--- src/rtl/vid_sync_tracker.sv ---
// vid_sync_tracker: recovers pixel counts from sync/DE, measures timing, tracks lock.
// Define VID_SYNC_TRACKER_DE_CHECK_EN to also drop lock on DE/count disagreement.
module vid_sync_tracker #(
  parameter int H_ACTIVE      = 640,
  parameter int H_FRONT_PORCH = 16,
  parameter int H_SYNC_WIDTH  = 96,
  parameter int H_BACK_PORCH  = 48,
  parameter int V_ACTIVE      = 480,
  parameter int V_FRONT_PORCH = 10,
  parameter int V_SYNC_WIDTH  = 2,
  parameter int V_BACK_PORCH  = 33,
  parameter int DATA_WIDTH    = 8,
  parameter int CHANNELS      = 3,
  parameter int LOCK_FRAMES   = 2,
  parameter int SYNC_POL      = 1,
  localparam int H_FRAME = H_ACTIVE + H_FRONT_PORCH
                         + H_SYNC_WIDTH + H_BACK_PORCH,
  localparam int V_FRAME = V_ACTIVE + V_FRONT_PORCH
                         + V_SYNC_WIDTH + V_BACK_PORCH,
  localparam int PW = CHANNELS * DATA_WIDTH,
  localparam int HW = $clog2(H_FRAME),
  localparam int VW = $clog2(V_FRAME),
  localparam int LW = $clog2(2 * H_FRAME) + 1
) (
  input  logic          clk,
  input  logic          n_rst,
  input  logic          in_hsync,
  input  logic          in_vsync,
  input  logic          in_vde,
  input  logic [PW-1:0] in_data,
  output logic [PW-1:0] out_data,
  output logic          out_vde,
  output logic [HW-1:0] out_hcnt,
  output logic [VW-1:0] out_vcnt,
  output logic          out_locked,
  output logic          out_err,
  output logic [15:0]   out_frame_cnt,
  output logic [LW-1:0] out_line_len
);

  localparam int TW = $clog2(V_FRAME + 2) + 1;
  localparam int GW = $clog2(LOCK_FRAMES + 1);
  localparam logic [LW-1:0] L_MAX = '1;
  localparam logic [TW-1:0] T_MAX = '1;

  typedef enum logic [1:0] {
    SEARCH,
    VERIFY,
    LOCKED
  } state_t;

  state_t        r_state;
  logic [GW-1:0] r_good;
  logic          r_hs;
  logic          r_vs;
  logic          r_hs_d;
  logic          r_vs_d;
  logic          r_de;
  logic [PW-1:0] r_data;
  logic [LW-1:0] r_line_cnt;
  logic [TW-1:0] r_tally;
  logic          r_bad;

  logic          w_hs_in;
  logic          w_vs_in;
  logic          w_hlead;
  logic          w_vlead;
  logic          w_hwrap;
  logic [HW-1:0] w_hcnt_nx;
  logic [VW-1:0] w_vcnt_nx;
  logic          w_len_bad;
  logic          w_timeout;
  logic [TW:0]   w_tally_tot;
  logic          w_tally_ok;
  logic          w_frame_good;
  logic          w_de_bad;

  assign w_hs_in = (SYNC_POL != 0) ? in_hsync : ~in_hsync;
  assign w_vs_in = (SYNC_POL != 0) ? in_vsync : ~in_vsync;
  assign w_hlead = r_hs & ~r_hs_d;
  assign w_vlead = r_vs & ~r_vs_d;

  // Count of the pixel currently in the input register.
  always_comb begin
    w_hwrap   = (out_hcnt == HW'(H_FRAME - 1)) && !w_hlead;
    w_hcnt_nx = out_hcnt + 1'b1;
    w_vcnt_nx = out_vcnt;
    if (w_hwrap) begin
      w_hcnt_nx = '0;
      w_vcnt_nx = (out_vcnt == VW'(V_FRAME - 1)) ?
                  '0 : out_vcnt + 1'b1;
    end
    if (w_hlead) w_hcnt_nx = HW'(H_ACTIVE + H_FRONT_PORCH);
    if (w_vlead) w_vcnt_nx = VW'(V_ACTIVE + V_FRONT_PORCH);
  end

  assign w_len_bad   = (r_line_cnt != LW'(H_FRAME));
  assign w_timeout   = (r_line_cnt == LW'(2 * H_FRAME)) && !w_hlead;
  // The edge coincident with vsync closes the ending frame.
  assign w_tally_tot = {1'b0, r_tally} + (TW + 1)'(w_hlead);
  assign w_tally_ok  = (w_tally_tot == (TW + 1)'(V_FRAME));
  assign w_frame_good = !r_bad && !(w_hlead && w_len_bad)
                     && w_tally_ok;

`ifdef VID_SYNC_TRACKER_DE_CHECK_EN
  assign w_de_bad = r_de != ((w_hcnt_nx < HW'(H_ACTIVE))
                          && (w_vcnt_nx < VW'(V_ACTIVE)));
`else
  assign w_de_bad = 1'b0;
`endif

  always_ff @(posedge clk) begin
    if (!n_rst) begin
      r_hs         <= 1'b0;
      r_vs         <= 1'b0;
      r_hs_d       <= 1'b0;
      r_vs_d       <= 1'b0;
      r_de         <= 1'b0;
      r_data       <= '0;
      out_data     <= '0;
      out_vde      <= 1'b0;
      out_hcnt     <= '0;
      out_vcnt     <= '0;
      out_line_len <= '0;
      r_line_cnt   <= '0;
      r_tally      <= '0;
      r_bad        <= 1'b0;
    end else begin
      r_hs     <= w_hs_in;
      r_vs     <= w_vs_in;
      r_hs_d   <= r_hs;
      r_vs_d   <= r_vs;
      r_de     <= in_vde;
      r_data   <= in_data;
      out_data <= r_data;
      out_vde  <= r_de;
      out_hcnt <= w_hcnt_nx;
      out_vcnt <= w_vcnt_nx;
      if (w_hlead) begin
        r_line_cnt   <= LW'(1);
        out_line_len <= r_line_cnt;
      end else if (r_line_cnt != L_MAX) begin
        r_line_cnt <= r_line_cnt + 1'b1;
      end
      if (w_vlead) begin
        r_tally <= '0;
        r_bad   <= 1'b0;
      end else if (w_hlead) begin
        if (r_tally != T_MAX) r_tally <= r_tally + 1'b1;
        if (w_len_bad) r_bad <= 1'b1;
      end
    end
  end

  always_ff @(posedge clk) begin
    if (!n_rst) begin
      r_state       <= SEARCH;
      r_good        <= '0;
      out_locked    <= 1'b0;
      out_err       <= 1'b0;
      out_frame_cnt <= '0;
    end else begin
      out_err <= 1'b0;
      case (r_state)
        SEARCH: begin
          if (w_vlead) begin
            r_state <= VERIFY;
            r_good  <= '0;
          end
        end
        VERIFY: begin
          if (w_timeout) begin
            r_state <= SEARCH;
            r_good  <= '0;
          end else if (w_vlead) begin
            if (!w_frame_good) begin
              r_good <= '0;
            end else if (r_good == GW'(LOCK_FRAMES - 1)) begin
              r_state    <= LOCKED;
              r_good     <= '0;
              out_locked <= 1'b1;
            end else begin
              r_good <= r_good + 1'b1;
            end
          end
        end
        LOCKED: begin
          if (w_timeout) begin
            r_state    <= SEARCH;
            out_locked <= 1'b0;
            out_err    <= 1'b1;
          end else if ((w_hlead && w_len_bad) || w_de_bad
                    || (w_vlead && !w_tally_ok)) begin
            r_state    <= VERIFY;
            r_good     <= '0;
            out_locked <= 1'b0;
            out_err    <= 1'b1;
          end else if (w_vlead) begin
            out_frame_cnt <= out_frame_cnt + 1'b1;
          end
        end
        default: begin
          r_state    <= SEARCH;
          r_good     <= '0;
          out_locked <= 1'b0;
        end
      endcase
    end
  end

endmodule

--- config.mk ---
export PLATFORM = sky130hd
export DESIGN_NAME = vid_sync_tracker
export DESIGN_NICKNAME = d
export VERILOG_FILES = /design/src/rtl/vid_sync_tracker.sv
export SDC_FILE = /design/constraint.sdc
export NUM_CORES = 1
export LEC_CHECK = 0
export BUFFER_PORTS_ARGS = -buffer_cell sky130_fd_sc_hd__buf_2
export CELL_PAD_IN_SITES_DETAIL_PLACEMENT = 0
export CELL_PAD_IN_SITES_GLOBAL_PLACEMENT = 1
export CORE_MARGIN = 2
export CORE_UTILIZATION = 40
export CTS_BUF_LIST = sky130_fd_sc_hd__clkbuf_8
export DETAILED_ROUTE_END_ITERATION = 7
export PLACE_DENSITY = 0.84
export RECOVER_POWER = 25
export SYNTH_ARGS = -nofsm -noshare
export SYNTH_HDL_FRONTEND = slang
export SYNTH_SLANG_ARGS = --single-unit
--- constraint.sdc ---
create_clock -name clk -period 4.76 [get_ports clk]
set_input_delay 0.238 -clock clk [delete_from_list [all_inputs] [get_ports clk]]
set_output_delay 0.238 -clock clk [all_outputs]
set_load 0.03 [all_outputs]
# Word-level counts from Yosys, hierarchy flattened
# Cells that the tools add are included.
# word_totals
romBits	0
elab_cells	114
reg_bits	132
output_inout_bits	75
in_bits	29
latchBits	0
ram_bits	0
mem_count	0
# classes
mux	32
addsub	7
bitwise_logic	8
order_cmp	0
n_reduce_logical	24
eq_ne	21
shift	0
n_mul	0
div	0
# ops
op	count
10-bit two-way mux	3
2-bit two-way mux	14
10-bit by 1-bit adder with 10-bit output (second input constant)	2
10-bit == test (second input constant)	2
9-bit two-way mux	2
16-bit by 1-bit adder with 16-bit output (second input constant)	1
2-bit != test (second input constant)	7
11-bit by 1-bit adder with 12-bit output	1
12-bit by 1-bit adder with 12-bit output (second input constant)	1
12-bit by 10-bit == test with 1-bit output (second input constant)	1
12-bit by 11-bit == test with 1-bit output (second input constant)	1
12-bit by 10-bit != test with 1-bit output (second input constant)	1
12-bit != test (second input constant)	1
3-bit != test (second input constant)	4
2-bit one-hot mux with 3 select lines	2
11-bit by 1-bit adder with 11-bit output (second input constant)	1
11-bit != test (second input constant)	1
1-bit two-way mux	10
4-bit AND reduction	2
1-bit logical AND	6
1-bit inverter	6
2-bit AND reduction	3
6-bit AND reduction	1
5-bit AND reduction	1
11 further kinds	18

# Depth between registers and ports, before layout
# Gate-level depths: netlist of run 1.
# logic_depth
ltp_word	10
ltp_mapped	12
ltp_nobuf	10

# Least setup slack after synthesis of run 1
# No wires, ideal clock.
# synth_timing
path_type	reg-to-reg
from	register r_hs_d
to	register r_state[0]
arrival_time_ps	2816
slack_ps	1823
stages_incl_launch_ff	13
setup_time_ps	122
period_less_slack_ps	2937
n_path_buf	2
required_ps	4638
path_cell_list	dfxtp_1 nand2b_1 clkbuf_1 inv_1 buf_1 ha_1 ha_1 nor4_1 o211ai_1 a21o_1 nor2_1 nor2_1 o311a_1
# synth_via
elab_chain_cells	9
elab_cells_between_ends	21
classes_between	1 x add/sub; 5 x eq/ne; 3 x mux; 2 x bitwise; 10 x reduce/logical
# synth_rtl
element	line	rtl
from (decl)	56	logic r_hs_d;
from (signal assigned)	131	r_hs_d <= r_hs;
1-bit inverter *	80	assign w_hlead = r_hs & ~r_hs_d;
1-bit bitwise AND *	80	
named net w_hlead	66	logic w_hlead;
11-bit by 1-bit adder with 12-bit output	100	assign w_tally_tot = {1'b0, r_tally} + (TW + 1)'(w_hlead);
12-bit by 10-bit == test with 1-bit output	101	assign w_tally_ok = (w_tally_tot == (TW + 1)'(V_FRAME));
1-bit zero test	193	|| (w_vlead && !w_tally_ok)) begin
1-bit logical AND	193	
1-bit logical OR	193	
3-bit != test (no source line)	n/a	
5-bit AND reduction (no source line)	n/a	
to (signal assigned)	189	r_state <= SEARCH;
to (signal assigned)	194	r_state <= VERIFY;
to (signal assigned)	203	r_state <= SEARCH;
to (decl)	52	state_t r_state;
# Mark *: on every way through the listed nets, which the timed path passes. The rest lies on a longest branch.
# A chain may end at the register's enable or synchronous reset.

# Worst setup path in the final report of run 1
# layout_timing
from	register r_hs_d
to	register r_state[0]
# layout_via
elab_chain_cells	9
elab_cells_between_ends	21
classes_between	1 x add/sub; 5 x eq/ne; 3 x mux; 2 x bitwise; 10 x reduce/logical
# layout_rtl
element	line
1-bit inverter *	80
1-bit bitwise AND *	80
11-bit by 1-bit adder with 12-bit output	100
12-bit by 10-bit == test with 1-bit output	101
1-bit zero test	193
1-bit logical AND	193
1-bit logical OR	193
3-bit != test (no source line)	n/a
5-bit AND reduction (no source line)	n/a
# Mark *: on every way between the ends. The rest lies on a longest branch, timed or not.

==> results of run 1 <==
-- final timing paths --
check,cells past startpoint,end,startpoint
setup reg to reg,11,r_state[0]$_SDFFE_PN0P_,r_hs_d$_SDFF_PN0_
hold / removal,2,r_hs$_SDFF_PN0_,in_hsync
setup / recovery,11,r_state[0]$_SDFFE_PN0P_,r_hs_d$_SDFF_PN0_
hold reg to reg,1,out_data[21]$_SDFF_PN0_,r_data[21]$_SDFF_PN0_
-- logic make-up after synthesis --
| logic type | count (synthesis) | share of synthesized area, % |
|---|---|---|
| AO/OA/AOI/OAI | 72 | 9.13 |
| XOR/XNOR | 31 | 5.07 |
| adder cells (fa/ha/maj) | 9 | 2.10 |
| buffers and inverters | 36 | 2.52 |
| flip-flops | 132 | 49.3 |
| multiplexers | 12 | 2.47 |
| AND/OR/NAND/NOR | 286 | 29.4 |
-- cells in the final DEF (no fill, tap or decap), types with 5 or more instances in the layout --
cell,count
sky130_fd_sc_hd__xnor2_1,10
sky130_fd_sc_hd__clkbuf_8,18
sky130_fd_sc_hd__mux2i_1,11
sky130_fd_sc_hd__and4_1,8
sky130_fd_sc_hd__nand2b_1,14
sky130_fd_sc_hd__a21boi_0,19
sky130_fd_sc_hd__buf_2,63
sky130_fd_sc_hd__or3_1,5
sky130_fd_sc_hd__inv_6,5
sky130_fd_sc_hd__nand3_1,21
sky130_fd_sc_hd__a21oi_1,15
sky130_fd_sc_hd__nor3_1,5
sky130_fd_sc_hd__inv_1,11
sky130_fd_sc_hd__o21ai_0,13
sky130_fd_sc_hd__ha_1,9
sky130_fd_sc_hd__nand2_1,68
sky130_fd_sc_hd__xor2_1,21
sky130_fd_sc_hd__nor4_1,8
sky130_fd_sc_hd__and3_1,10
sky130_fd_sc_hd__clkbuf_1,41
sky130_fd_sc_hd__dfxtp_1,132
sky130_fd_sc_hd__nor2_1,47
sky130_fd_sc_hd__nand4_1,12
sky130_fd_sc_hd__dlygate4sd3_1,26
sky130_fd_sc_hd__and2_1,63
-- metrics by stage --
step	total power [W]	setup WS [ps]	utilization (%)	cell area [µm²]	hold WS, ps
3_3_place_gp	0.00132	1610	45.8	6020	414
5_1_grt	0.00236	1100	50.5	6630	36.0
4_1_cts	0.00229	1390	50.9	6680	21.4
2_1_floorplan	0.00128	1820	-	5360	365
3_5_place_dp	0.00133	1410	45.8	6020	419
6_report	0.00226	1350	50.5	6630	44.2
-- routing by layer --
layer | vias up | global-route usage, % | share of wire [%]
li1 | 2229 | - | -
met4 | 0 | 6.47 | 1.7
met3 | 17 | 4.85 | 4.4
met2 | 108 | 26.9 | 48
met1 | 2093 | 21.1 | 46
met5 | - | 0 | 0
-- state kept, by name, summed over array words and instances, names as in the netlist, 10 cells and up --
signal	count
r_data	24
out_vcnt	10
out_line_len	12
out_data	24
r_line_cnt	12
r_tally	11
out_frame_cnt	16
out_hcnt	10
-- layout make-up --
cell class              count  area (µm²)  share of cell area [%]
multi-input cells         410        2580                    38.9
repair buffers            131         737                    11.1
flip-flops and latches    132        2640                    39.9
inverters                  11        41.3                   0.623
well taps                 176         220                    3.32
clock buffers              18         248                    3.74
clock inverters            14         159                    2.40
-- repair_timing --
item / 4_1_cts / 5_1_grt
resized for setup: 0 / 0
endpoints found under the setup margin: 0 / 0
hold buffers: 26 / 0
endpoints found under the hold margin: 26 / 0
-- power groups by stage --
stage | Clock, W | Sequential (W) | Combinational [W]
after global placement | 0 | 0.00118 | 0.000143
after CTS | 0.000974 | 0.00116 | 0.000163
final | 0.000945 | 0.00116 | 0.000160
after detailed placement | 0 | 0.00118 | 0.000146
after global routing | 0.00103 | 0.00116 | 0.000177
after floorplan | 0 | 0.00121 | 0.0000713
==> summary.json, run 1 <==
{
  "outcome": "finished, violations left",
  "failed_checks": "max-capacitance violations, max-slew violations",
  "worst-r2r-setup-slack_ps": 1350,
  "grt_use_total_pct": 16.7,
  "internal-power_w": 0.00166,
  "syn_area_per_cell_um2": 9.27,
  "numClockSinks": 132,
  "route.detailed.wl_per_inst_um": 13.1,
  "max_stage_delay_ps": 470,
  "maximum_number_of_pins_on_one_net_before_global_route_repair": 69,
  "async_set_reset_flop_share_out_of_synthesis_pct": 0,
  "routed_wirelength_mm": 11.7,
  "worstPathBufferInverterCount": 2,
  "synth_nets": 616,
  "worst_hold_path_type": "in -> reg",
  "endpoint_kind": "flip-flop",
  "portBuffers": 103,
  "top_level_ports": 104,
  "synth-seq-area-share_pct": 49.3,
  "p_sw_w": 0.000607,
  "instances_no_fill": 892,
  "fp.coreArea_um2": 13100,
  "setup_viol_count_final": 0,
  "tns_ps": 0,
  "slowest_stage": "sky130_fd_sc_hd__nor2_1",
  "postSynthCellCount": 578,
  "fin_crit_sh_pct": 71.7,
  "die-width_um": 120,
  "power_leakage_nw": 2.65,
  "slew_viol_final": 117,
  "crit_required_ps": 5080,
  "slew_headroom_pct": -32.0,
  "yosys_register_bits": 132,
  "antenna_found_initial": 0,
  "htree_levels": 4,
  "place.detailed.instances": 834,
  "cell_family_with_most_cp_delay": "simple AND/OR/NAND/NOR gates",
  "netlist-cell-type-count": 55,
  "netSwitchingFraction_pct": 26.8,
  "detailedPlacementHpwl_mm": 8.03,
  "synth-warning-count": 0,
  "floorplan.initialDensity_pct": 40.8,
  "worst-setup-path-type": "reg -> reg",
  "synth_largest_area_cell": "sky130_fd_sc_hd__dfxtp_1",
  "die-area_um2": 14300,
  "path_cells": "nand2b_1 > buf_4 > inv_1 > ha_1 > ha_1 > nor4_1 > o211ai_1 > a21o_1 > nor2_1 > nor2_1 > o311a_1",
  "max-clock-path-buffers": 2,
  "drt-initial-drc-count": 225,
  "yosys.area.top_type_share_pct": 49.3,
  "yosys.cell_count.top_type": "sky130_fd_sc_hd__dfxtp_1",
  "max_freq_ghz": 0.293,
  "startpoint_type": "flip-flop",
  "ir_worst_vdd_mv": 0.221,
  "clockRootBuffer": "sky130_fd_sc_hd__clkbuf_8",
  "final_period_minus_worst_setup_slack_ps": 3410,
  "detail_route.first_pass.iterations": 4,
  "clkLatencyLatePin_ps": 430,
  "synthFlopType": "sky130_fd_sc_hd__dfxtp_1",
  "final-hold-violation-count": 0,
  "ys_top_cells_by_count": "sky130_fd_sc_hd__dfxtp_1, sky130_fd_sc_hd__nand2_1, sky130_fd_sc_hd__and2_1",
  "p_clk_share_pct": 41.8,
  "clk_transition_reported_paths_ps": 80,
  "floorplan.die.height_um": 120,
  "power_frac_comb_pct": 7.1,
  "drc_errors": 0,
  "tritoncts_clock_tree": "yes",
  "area_growth_pct": 23.7,
  "cp_max_fanout": 24,
  "cts_inserted_buffers": 17,
  "proportion_of_power_drawn_by_flip_flops_and_latches_pct": 51.1,
  "maxCapViolations": 2,
  "grt_first_pass_wirelength_mm": 19.4,
  "final.setup_skew_ps": 12.0,
  "number_of_filler_cells_placed_in_the_layout": 1242,
  "cts_post_setup_buffers_inserted": 0,
  "gp_congestion": 0.823,
  "yosys-top-cells-area": "sky130_fd_sc_hd__dfxtp_1, sky130_fd_sc_hd__and2_1, sky130_fd_sc_hd__nand2_1",
  "setup_repair_after_global_routing_missed_its_margin": "false",
  "final_net_count": 741,
  "mappedNetlistArea_um2": 5360,
  "max_slew.worst_pin.slew_ps": 1980,
  "power-per-cell-area_nw_per_um2": 341,
  "antennaDiodeCount": 0,
  "fp-row-count": 42,
  "antenna_violating_nets_post_route": 0,
  "post_drt_via_cell_ratio": 4.99,
  "route.vias.total": 4447,
  "first_global_vias": 4177,
  "proportion_of_layout_cells_with_a_drive_suffix_above_1_pct": 14.9,
  "overflow": 0,
  "synth_edf_count": 0,
  "critical_path_data_arrival_time_ps": 3730
}
No activity file was read; power rests on OpenSTA's default activity.
==> run 2, diff against run 1 <==
--- a/config.mk
+++ b/config.mk
@@ -9,10 +9,10 @@
 export CELL_PAD_IN_SITES_DETAIL_PLACEMENT = 0
 export CELL_PAD_IN_SITES_GLOBAL_PLACEMENT = 1
 export CORE_MARGIN = 2
-export CORE_UTILIZATION = 40
+export CORE_UTILIZATION = 39
 export CTS_BUF_LIST = sky130_fd_sc_hd__clkbuf_8
 export DETAILED_ROUTE_END_ITERATION = 7
-export PLACE_DENSITY = 0.84
+export PLACE_DENSITY = 0.85
 export RECOVER_POWER = 25
 export SYNTH_ARGS = -nofsm -noshare
 export SYNTH_HDL_FRONTEND = slang
==> constraint.sdc (replaced) <==
create_clock -name clk -period 2.98 [get_ports clk]
set_input_delay 0.149 -clock clk [delete_from_list [all_inputs] [get_ports clk]]
set_output_delay 0.149 -clock clk [all_outputs]
set_load 0.03 [all_outputs]
==> run 2 against run 1 <==
  * The run now ends clean
  * Final area is 1.1% higher
  * Count of clock-buffer cells in the layout rose by 2
  * Routed wire length rose by 1.9%
==> summary.json, run 2 (same netlist as run 1, synthesis figures left out) <==
{
  "cts_post_setup_buffers_inserted": {"value": 0, "change": "unchanged"},
  "gp_congestion": {"value": 0.844, "change": "+2.5%"},
  "fp-row-count": {"value": 42, "change": "unchanged"},
  "top_level_ports": {"value": 104, "change": "unchanged"},
  "layout.cells.most_common": "sky130_fd_sc_hd__dfxtp_1",
  "routed_wirelength": {"value": 11.9, "unit": "mm", "change": "+1.9%"},
  "die-width": {"value": 121, "unit": "µm", "change": "+1.2%"},
  "final_util": {"value": 50.2, "unit": "%", "change": "-0.27 points"},
  "cp_max_fanout": {"value": 9, "change": "-63%"},
  "fin_crit_sh": {"value": 89.5, "unit": "%", "change": "+18 points"},
  "first_global_vias": {"value": 4305, "change": "+3.1%"},
  "startpoint_type": "flip-flop",
  "tns": {"value": 0, "unit": "ps", "change": "unchanged"},
  "power_leakage": {"value": 2.81, "unit": "nW", "change": "+6.0%"},
  "floorplan.initialDensity": {"value": 40.1, "unit": "%", "change": "-0.64 points"},
  "htree_levels": {"value": 4, "change": "unchanged"},
  "max_stage_delay": {"value": 440, "unit": "ps", "change": "-30 ps"},
  "reg.largest.list": "out_data (24), r_data (24), out_frame_cnt (16)",
  "maximum_number_of_pins_on_one_net_before_global_route_repair": {"value": 51, "change": "-26%"},
  "tritoncts_clock_tree": "yes",
  "slew_headroom": {"value": 1.53, "unit": "%", "change": "+34 points"},
  "drc_errors": {"value": 0, "change": "unchanged"},
  "clockRootBuffer": "sky130_fd_sc_hd__clkbuf_8",
  "area_growth_pct": 25.0,
  "grt_use_total": {"value": 17.1, "unit": "%", "change": "+0.43 points"},
  "slowest_stage": "sky130_fd_sc_hd__nor2_1",
  "path_cells": "nand2b_1 > inv_1 > ha_1 > ha_1 > nor4_1 > o211ai_1 > a21o_1 > nor2_1 > nor2_1 > o311a_1",
  "numClockSinks": {"value": 132, "change": "unchanged"},
  "antennaDiodeCount": {"value": 0, "change": "unchanged"},
  "die-area": {"value": 14700, "unit": "µm²", "change": "+2.5%"},
  "max_slew.worst_pin.slew": {"value": 1480, "unit": "ps", "change": "-503 ps"},
  "route.detailed.wl_per_inst": {"value": 13.3, "unit": "µm", "change": "+1.6%"},
  "use_met1": {"value": 20.3, "unit": "%", "change": "-0.74 points"},
  "maxCapViolations": {"value": 0, "change": "-2"},
  "detailedPlacementHpwl": {"value": 8.26, "unit": "mm", "change": "+2.8%"},
  "final_period_minus_worst_setup_slack": {"value": 2670, "unit": "ps", "change": "-746 ps"},
  "outcome": "completed",
  "floorplan.die.height": {"value": 121, "unit": "µm", "change": "+1.2%"},
  "timing.critical_path.from": "r_hs_d$_SDFF_PN0_",
  "power-per-cell-area": {"value": 540, "unit": "nW/µm²", "change": "+58%"},
  "final-hold-violation-count": {"value": 0, "change": "unchanged"},
  "grt.met2_usage": {"value": 28.7, "unit": "%", "change": "+1.8 points"},
  "slew_viol_final": {"value": 0, "change": "-100%"},
  "grt.met3_usage": {"value": 5.08, "unit": "%", "change": "+0.23 points"},
  "r2r-start": "r_hs_d$_SDFF_PN0_",
  "worst_hold_path_type": "in -> reg",
  "max-clock-path-buffers": {"value": 2, "change": "unchanged"},
  "overflow": {"value": 0, "change": "unchanged"},
  "proportion_of_layout_cells_with_a_drive_suffix_above_1": {"value": 20.4, "unit": "%", "change": "+5.5 points"},
  "final.setup_skew": {"value": 12.4, "unit": "ps", "change": "+0.378 ps"},
  "clkLatencyLatePin": {"value": 440, "unit": "ps", "change": "about the same"},
  "grt_first_pass_wirelength": {"value": 19.9, "unit": "mm", "change": "+3.0%"},
  "endpoint_kind": "flip-flop",
  "worst-setup-path-type": "reg -> reg",
  "clk_transition_reported_paths": {"value": 70, "unit": "ps", "change": "about the same"},
  "crit_required": {"value": 3310, "unit": "ps", "change": "-1770 ps"},
  "drt-initial-drc-count": {"value": 245, "change": "+8.9%"},
  "final_net_count": {"value": 744, "change": "+0.40%"},
  "critical_path_data_arrival_time": {"value": 2990, "unit": "ps", "change": "-740 ps"},
  "antenna_violating_nets_post_route": {"value": 0, "change": "unchanged"},
  "fp.coreArea": {"value": 13300, "unit": "µm²", "change": "+1.6%"},
  "antenna_found_initial": {"value": 0, "change": "unchanged"},
  "worst_setup_slack_after_placement": {"value": 351, "unit": "ps", "change": "-1060 ps"},
  "post_drt_via_cell_ratio": {"value": 4.94, "change": "-1.0%"},
  "holdCritStartpoint": "n_rst",
  "cts_inserted_buffers": {"value": 17, "change": "unchanged"},
  "ctsResizeCount": {"value": 0, "change": "unchanged"},
  "max_freq": {"value": 0.375, "unit": "GHz", "change": "+28%"},
  "gr-max-usage-layer": "met2",
  "portBuffers": {"value": 103, "change": "unchanged"},
  "setup_ws": {"value": 313, "unit": "ps", "change": "-1030 ps"},
  "setup_viol_count_final": {"value": 0, "change": "unchanged"},
  "most-common-layout-cells": "sky130_fd_sc_hd__dfxtp_1, sky130_fd_sc_hd__buf_2, sky130_fd_sc_hd__nand2_1, sky130_fd_sc_hd__nor2_1, sky130_fd_sc_hd__and2_1",
  "detail_route.first_pass.iterations": {"value": 4, "change": "unchanged"},
  "ir_worst_vdd": {"value": 0.260, "unit": "mV", "change": "+17%"},
  "setup_repair_after_global_routing_missed_its_margin": "false",
  "route.vias.total": {"value": 4417, "change": "-0.67%"}
}
## run 2: final timing paths
path                                                endpoint  slack (ps)  cells past startpoint
worst max-delay path                 r_state[0]$_SDFFE_PN0P_         310                     10
worst min-delay path            out_line_len[9]$_SDFFE_PN0N_         350                      2
worst max register to register       r_state[0]$_SDFFE_PN0P_         310                     10
worst min register to register       out_data[23]$_SDFF_PN0_         430                      1
## run 2: where the power goes
part	internal, W	switching, W
Clock	0.000810	0.000694
Combinational	0.000108	0.000155
Sequential	0.00182	0.0000320
## run 2: final cells by class
type	count	area [µm²]
clock buffer	20	275
timing repair buffer	134	811
sequential	132	2640
fill	1281	6650
multi-input combinational	410	2580
inverter	11	41.3
clock inverter	12	128
tap	176	220
## run 2: metal layers
metal	wire, µm	vias up
li1	-	2229
met1	5240	2087
met2	5940	82
met3	541	19
met4	226	0
met5	0	-
## run 2: critical path, delay by kind of cell, from the launching register on
family                     cells  cell delay [ps]
and+or+nand+nor                4              960
AOI/OAI and AO/OA              3              750
adders and majority gates      2              470
DFF                            1              290
buffers and inverters          1               80
## run 2: timing repair
item | in CTS | in global routing
endpoints found under the setup margin | 0 | 0
hold buffers | 27 | 0
hold endpoints to repair | 27 | 0
## run 2: stage by stage
step,std cells,hold WS (ps),power [W],area (µm²)
after CTS,895,112,0.00367,6700
after global routing,895,372,0.00378,6700
final,895,347,0.00362,6700
after detailed placement,836,359,0.00213,6030
after floorplan,578,276,0.00205,5360
after global placement,836,355,0.00212,6030
==> run 3, diff against run 2 <==
--- a/config.mk
+++ b/config.mk
@@ -9,10 +9,10 @@
 export CELL_PAD_IN_SITES_DETAIL_PLACEMENT = 0
 export CELL_PAD_IN_SITES_GLOBAL_PLACEMENT = 1
 export CORE_MARGIN = 2
-export CORE_UTILIZATION = 39
+export CORE_UTILIZATION = 40
 export CTS_BUF_LIST = sky130_fd_sc_hd__clkbuf_8
 export DETAILED_ROUTE_END_ITERATION = 7
-export PLACE_DENSITY = 0.85
+export PLACE_DENSITY = 0.84
 export RECOVER_POWER = 25
 export SYNTH_ARGS = -nofsm -noshare
 export SYNTH_HDL_FRONTEND = slang
==> constraint.sdc (replaced) <==
create_clock -name clk -period 2.7 [get_ports clk]
set_input_delay 0.135 -clock clk [delete_from_list [all_inputs] [get_ports clk]]
set_output_delay 0.135 -clock clk [all_outputs]
set_load 0.03 [all_outputs]
==> run 3 against run 2 <==
  * Worst setup slack worse by 93 ps
  * Final area grew 1.1%
  * Clock skew is 2.7 ps lower
  * Global-route usage increased by 0.097 points
  * Critical endpoint is now out_frame_cnt[4]$_SDFFE_PN0P_
  * Power rose by 12%
==> summary.json, run 3 (same netlist as run 1, synthesis figures left out) <==
{
  "maxCapViolations": {"value": 0, "change": "unchanged"},
  "clk_transition_reported_paths": {"value": 70, "unit": "ps", "change": "about the same"},
  "worstReg2RegEnd": "out_frame_cnt[4]$_SDFFE_PN0P_",
  "clkLatencyLatePin": {"value": 440, "unit": "ps", "change": "about the same"},
  "instances_no_fill": {"value": 894, "change": "-0.11%"},
  "drt-initial-drc-count": {"value": 267, "change": "+9.0%"},
  "final.setup_skew": {"value": 9.69, "unit": "ps", "change": "-2.67 ps"},
  "htree_levels": {"value": 4, "change": "unchanged"},
  "place.detailed.instances": {"value": 836, "change": "unchanged"},
  "fin_hold_ws": {"value": 215, "unit": "ps", "change": "-133 ps"},
  "maximum_number_of_pins_on_one_net_before_global_route_repair": {"value": 103, "change": "+100%"},
  "most-common-layout-cells": "sky130_fd_sc_hd__dfxtp_1, sky130_fd_sc_hd__buf_2, sky130_fd_sc_hd__nand2_1, sky130_fd_sc_hd__and2_1, sky130_fd_sc_hd__nor2_1",
  "holdCritStartpoint": "n_rst",
  "proportion_of_layout_cells_with_a_drive_suffix_above_1": {"value": 21.0, "unit": "%", "change": "+0.59 points"},
  "slew_viol_final": {"value": 0, "change": "unchanged"},
  "fp-row-count": {"value": 42, "change": "unchanged"},
  "max_slew.worst_pin.slew": {"value": 616, "unit": "ps", "change": "-861 ps"},
  "crit_required": {"value": 3060, "unit": "ps", "change": "-250 ps"},
  "setup_repair_after_global_routing_missed_its_margin": "false",
  "reg.largest.list": "out_data (24), r_data (24), out_frame_cnt (16)",
  "final_net_count": {"value": 745, "change": "+0.13%"},
  "rr_worst_depth": {"value": 10, "change": "unchanged"},
  "cell_family_with_most_cp_delay": "simple AND/OR/NAND/NOR gates",
  "tritoncts_clock_tree": "yes",
  "path_cells": "nand2b_1 > inv_1 > ha_1 > ha_1 > nor4bb_1 > o211ai_1 > a21o_4 > nor3_4 > and4_1 > mux2i_1",
  "cp_common_cell": "sky130_fd_sc_hd__ha_1",
  "max-clock-path-buffers": {"value": 2, "change": "unchanged"},
  "die-area": {"value": 14300, "unit": "µm²", "change": "-2.4%"},
  "final-hold-violation-count": {"value": 0, "change": "unchanged"},
  "area_growth_pct": 26.3,
  "tns": {"value": 0, "unit": "ps", "change": "unchanged"},
  "fin_crit_sh": {"value": 91.9, "unit": "%", "change": "+2.4 points"},
  "routed_wirelength": {"value": 12.0, "unit": "mm", "change": "+0.53%"},
  "post_drt_via_cell_ratio": {"value": 5.00, "change": "+1.2%"},
  "final_period_minus_worst_setup_slack": {"value": 2480, "unit": "ps", "change": "-187 ps"},
  "r2r-start": "r_hs_d$_SDFF_PN0_",
  "numClockSinks": {"value": 132, "change": "unchanged"},
  "layout.cells.most_common": "sky130_fd_sc_hd__dfxtp_1",
  "critical_path_data_arrival_time": {"value": 2840, "unit": "ps", "change": "-150 ps"},
  "top_level_ports": {"value": 104, "change": "unchanged"},
  "worst_hold_path_type": "in -> reg",
  "startpoint_type": "flip-flop",
  "setup_viol_count_final": {"value": 0, "change": "unchanged"},
  "antenna_violating_nets_post_route": {"value": 0, "change": "unchanged"},
  "ir_worst_vdd": {"value": 0.252, "unit": "mV", "change": "-3.3%"},
  "route.vias.total": {"value": 4466, "change": "+1.1%"},
  "cp_max_fanout": {"value": 8, "change": "-1"},
  "gp_congestion": {"value": 0.821, "change": "-2.7%"},
  "route.detailed.wl_per_inst": {"value": 13.4, "unit": "µm", "change": "+0.64%"},
  "grt_first_pass_wirelength": {"value": 19.7, "unit": "mm", "change": "-1.5%"},
  "grt_use_total": {"value": 17.2, "unit": "%", "change": "+0.097 points"},
  "worst-setup-path-type": "reg -> reg",
  "clockRootBuffer": "sky130_fd_sc_hd__clkbuf_8",
  "floorplan.initialDensity": {"value": 40.8, "unit": "%", "change": "+0.64 points"},
  "overflow": {"value": 0, "change": "unchanged"},
  "cts_inserted_buffers": {"value": 17, "change": "unchanged"},
  "max_stage_delay": {"value": 310, "unit": "ps", "change": "-130 ps"},
  "antennaDiodeCount": {"value": 0, "change": "unchanged"},
  "outcome": "completed",
  "slowest_stage": "sky130_fd_sc_hd__nor3_4",
  "slew_headroom": {"value": 58.9, "unit": "%", "change": "+57 points"},
  "antenna_found_initial": {"value": 0, "change": "unchanged"},
  "endpoint_kind": "flip-flop",
  "worst-r2r-setup-slack": {"value": 220, "unit": "ps", "change": "-90 ps"},
  "hold-path-cell-count": {"value": 2, "change": "unchanged"},
  "power_leakage": {"value": 2.84, "unit": "nW", "change": "+1.0%"},
  "floorplan.die.height": {"value": 120, "unit": "µm", "change": "-1.2%"},
  "power-per-cell-area": {"value": 600, "unit": "nW/µm²", "change": "+11%"},
  "timing.hold.worst_endpoint": "out_vcnt[5]$_SDFFE_PN0P_",
  "drc_errors": {"value": 0, "change": "unchanged"},
  "setup_ws": {"value": 220, "unit": "ps", "change": "-93.2 ps"},
  "total_power": {"value": 0.00406, "unit": "W", "change": "+12%"},
  "worstPathBufferInverterCount": {"value": 1, "change": "unchanged"},
  "portBuffers": {"value": 103, "change": "unchanged"},
  "detail_route.first_pass.iterations": {"value": 4, "change": "unchanged"},
  "max_freq": {"value": 0.403, "unit": "GHz", "change": "+7.5%"},
  "fp.coreArea": {"value": 13100, "unit": "µm²", "change": "-1.6%"},
  "die-width": {"value": 120, "unit": "µm", "change": "-1.2%"},
  "worst_setup_slack_after_placement": {"value": 99.7, "unit": "ps", "change": "-251 ps"},
  "first_global_vias": {"value": 4269, "change": "-0.84%"},
  "detailedPlacementHpwl": {"value": 8.04, "unit": "mm", "change": "-2.6%"}
}
## run 3: cell count changes in the layout (fill, tap and decap cells not counted), moves of 2 or more
| cell | delta |
|---|---|
| sky130_fd_sc_hd__inv_6 | -3 |
| sky130_fd_sc_hd__clkinv_2 | -2 |
| sky130_fd_sc_hd__and2_1 | +14 |
| sky130_fd_sc_hd__and2_0 | -14 |
| sky130_fd_sc_hd__nor4_1 | -2 |
| sky130_fd_sc_hd__nor4_2 | +2 |
## run 3: metrics by stage
step | util [%] | cell area [µm²]
after floorplan | - | 5380
after global placement | 46.1 | 6060
after detailed placement | 46.1 | 6060
after CTS | 51.3 | 6750
after global routing | 51.5 | 6770
final | 51.5 | 6770
## run 3: layout make-up
class	instances	area [µm²]
Clock buffer	21	289
Clock inverter	9	129
Multi-Input combinational cell	410	2620
Inverter	11	41.3
Sequential cell	132	2640
Timing Repair Buffer	135	833
Tap cell	176	220
Fill cell	1217	6370
## run 3: metal layers
metal,vias to the layer above,wire [µm],GRT usage (%)
met1,2113,5170,20.1
met3,19,547,4.90
met5,-,0,0
li1,2234,-,-
met2,100,6080,29.1
met4,0,206,8.01
## run 3: worst max path at each step
stage                                          to              start  depth (start not counted)  slack (ps)
floorplan           out_frame_cnt[0]$_SDFFE_PN0P_  r_hs_d$_SDFF_PN0_                         11          20
detailed placement  out_frame_cnt[4]$_SDFFE_PN0P_  r_hs_d$_SDFF_PN0_                         10         100
global route        out_frame_cnt[4]$_SDFFE_PN0P_  r_hs_d$_SDFF_PN0_                         10          10
finish              out_frame_cnt[4]$_SDFFE_PN0P_  r_hs_d$_SDFF_PN0_                         10         220
CTS                 out_frame_cnt[4]$_SDFFE_PN0P_  r_hs_d$_SDFF_PN0_                         10          80
global placement    out_frame_cnt[4]$_SDFFE_PN0P_  r_hs_d$_SDFF_PN0_                         10         230
## run 3: timing repair
action | in CTS | in global routing
buffers inserted | 0 | 1
setup endpoints to repair | 0 | 16
gates resized for setup | 0 | 4
endpoints found under the hold margin | 27 | 0
hold buffers | 27 | 0
## run 3: worst register-to-register path, delay by kind of cell (launching register included)
kind	cells	cell delay (ps)
AOI/OAI and AO/OA	2	420
adders and majority gates	2	480
buffers and inverters	1	60
DFF	1	300
muxes	1	180
and+or+nand+nor	4	960
## run 3: power by group
| group | internal, W | total [W] | switching, W |
|---|---|---|---|
| Sequential | 0.00201 | 0.00204 | 0.0000354 |
| Clock | 0.000996 | 0.00173 | 0.000732 |
| Combinational | 0.000121 | 0.000294 | 0.000172 |
| Total | 0.00312 | 0.00406 | 0.000940 |
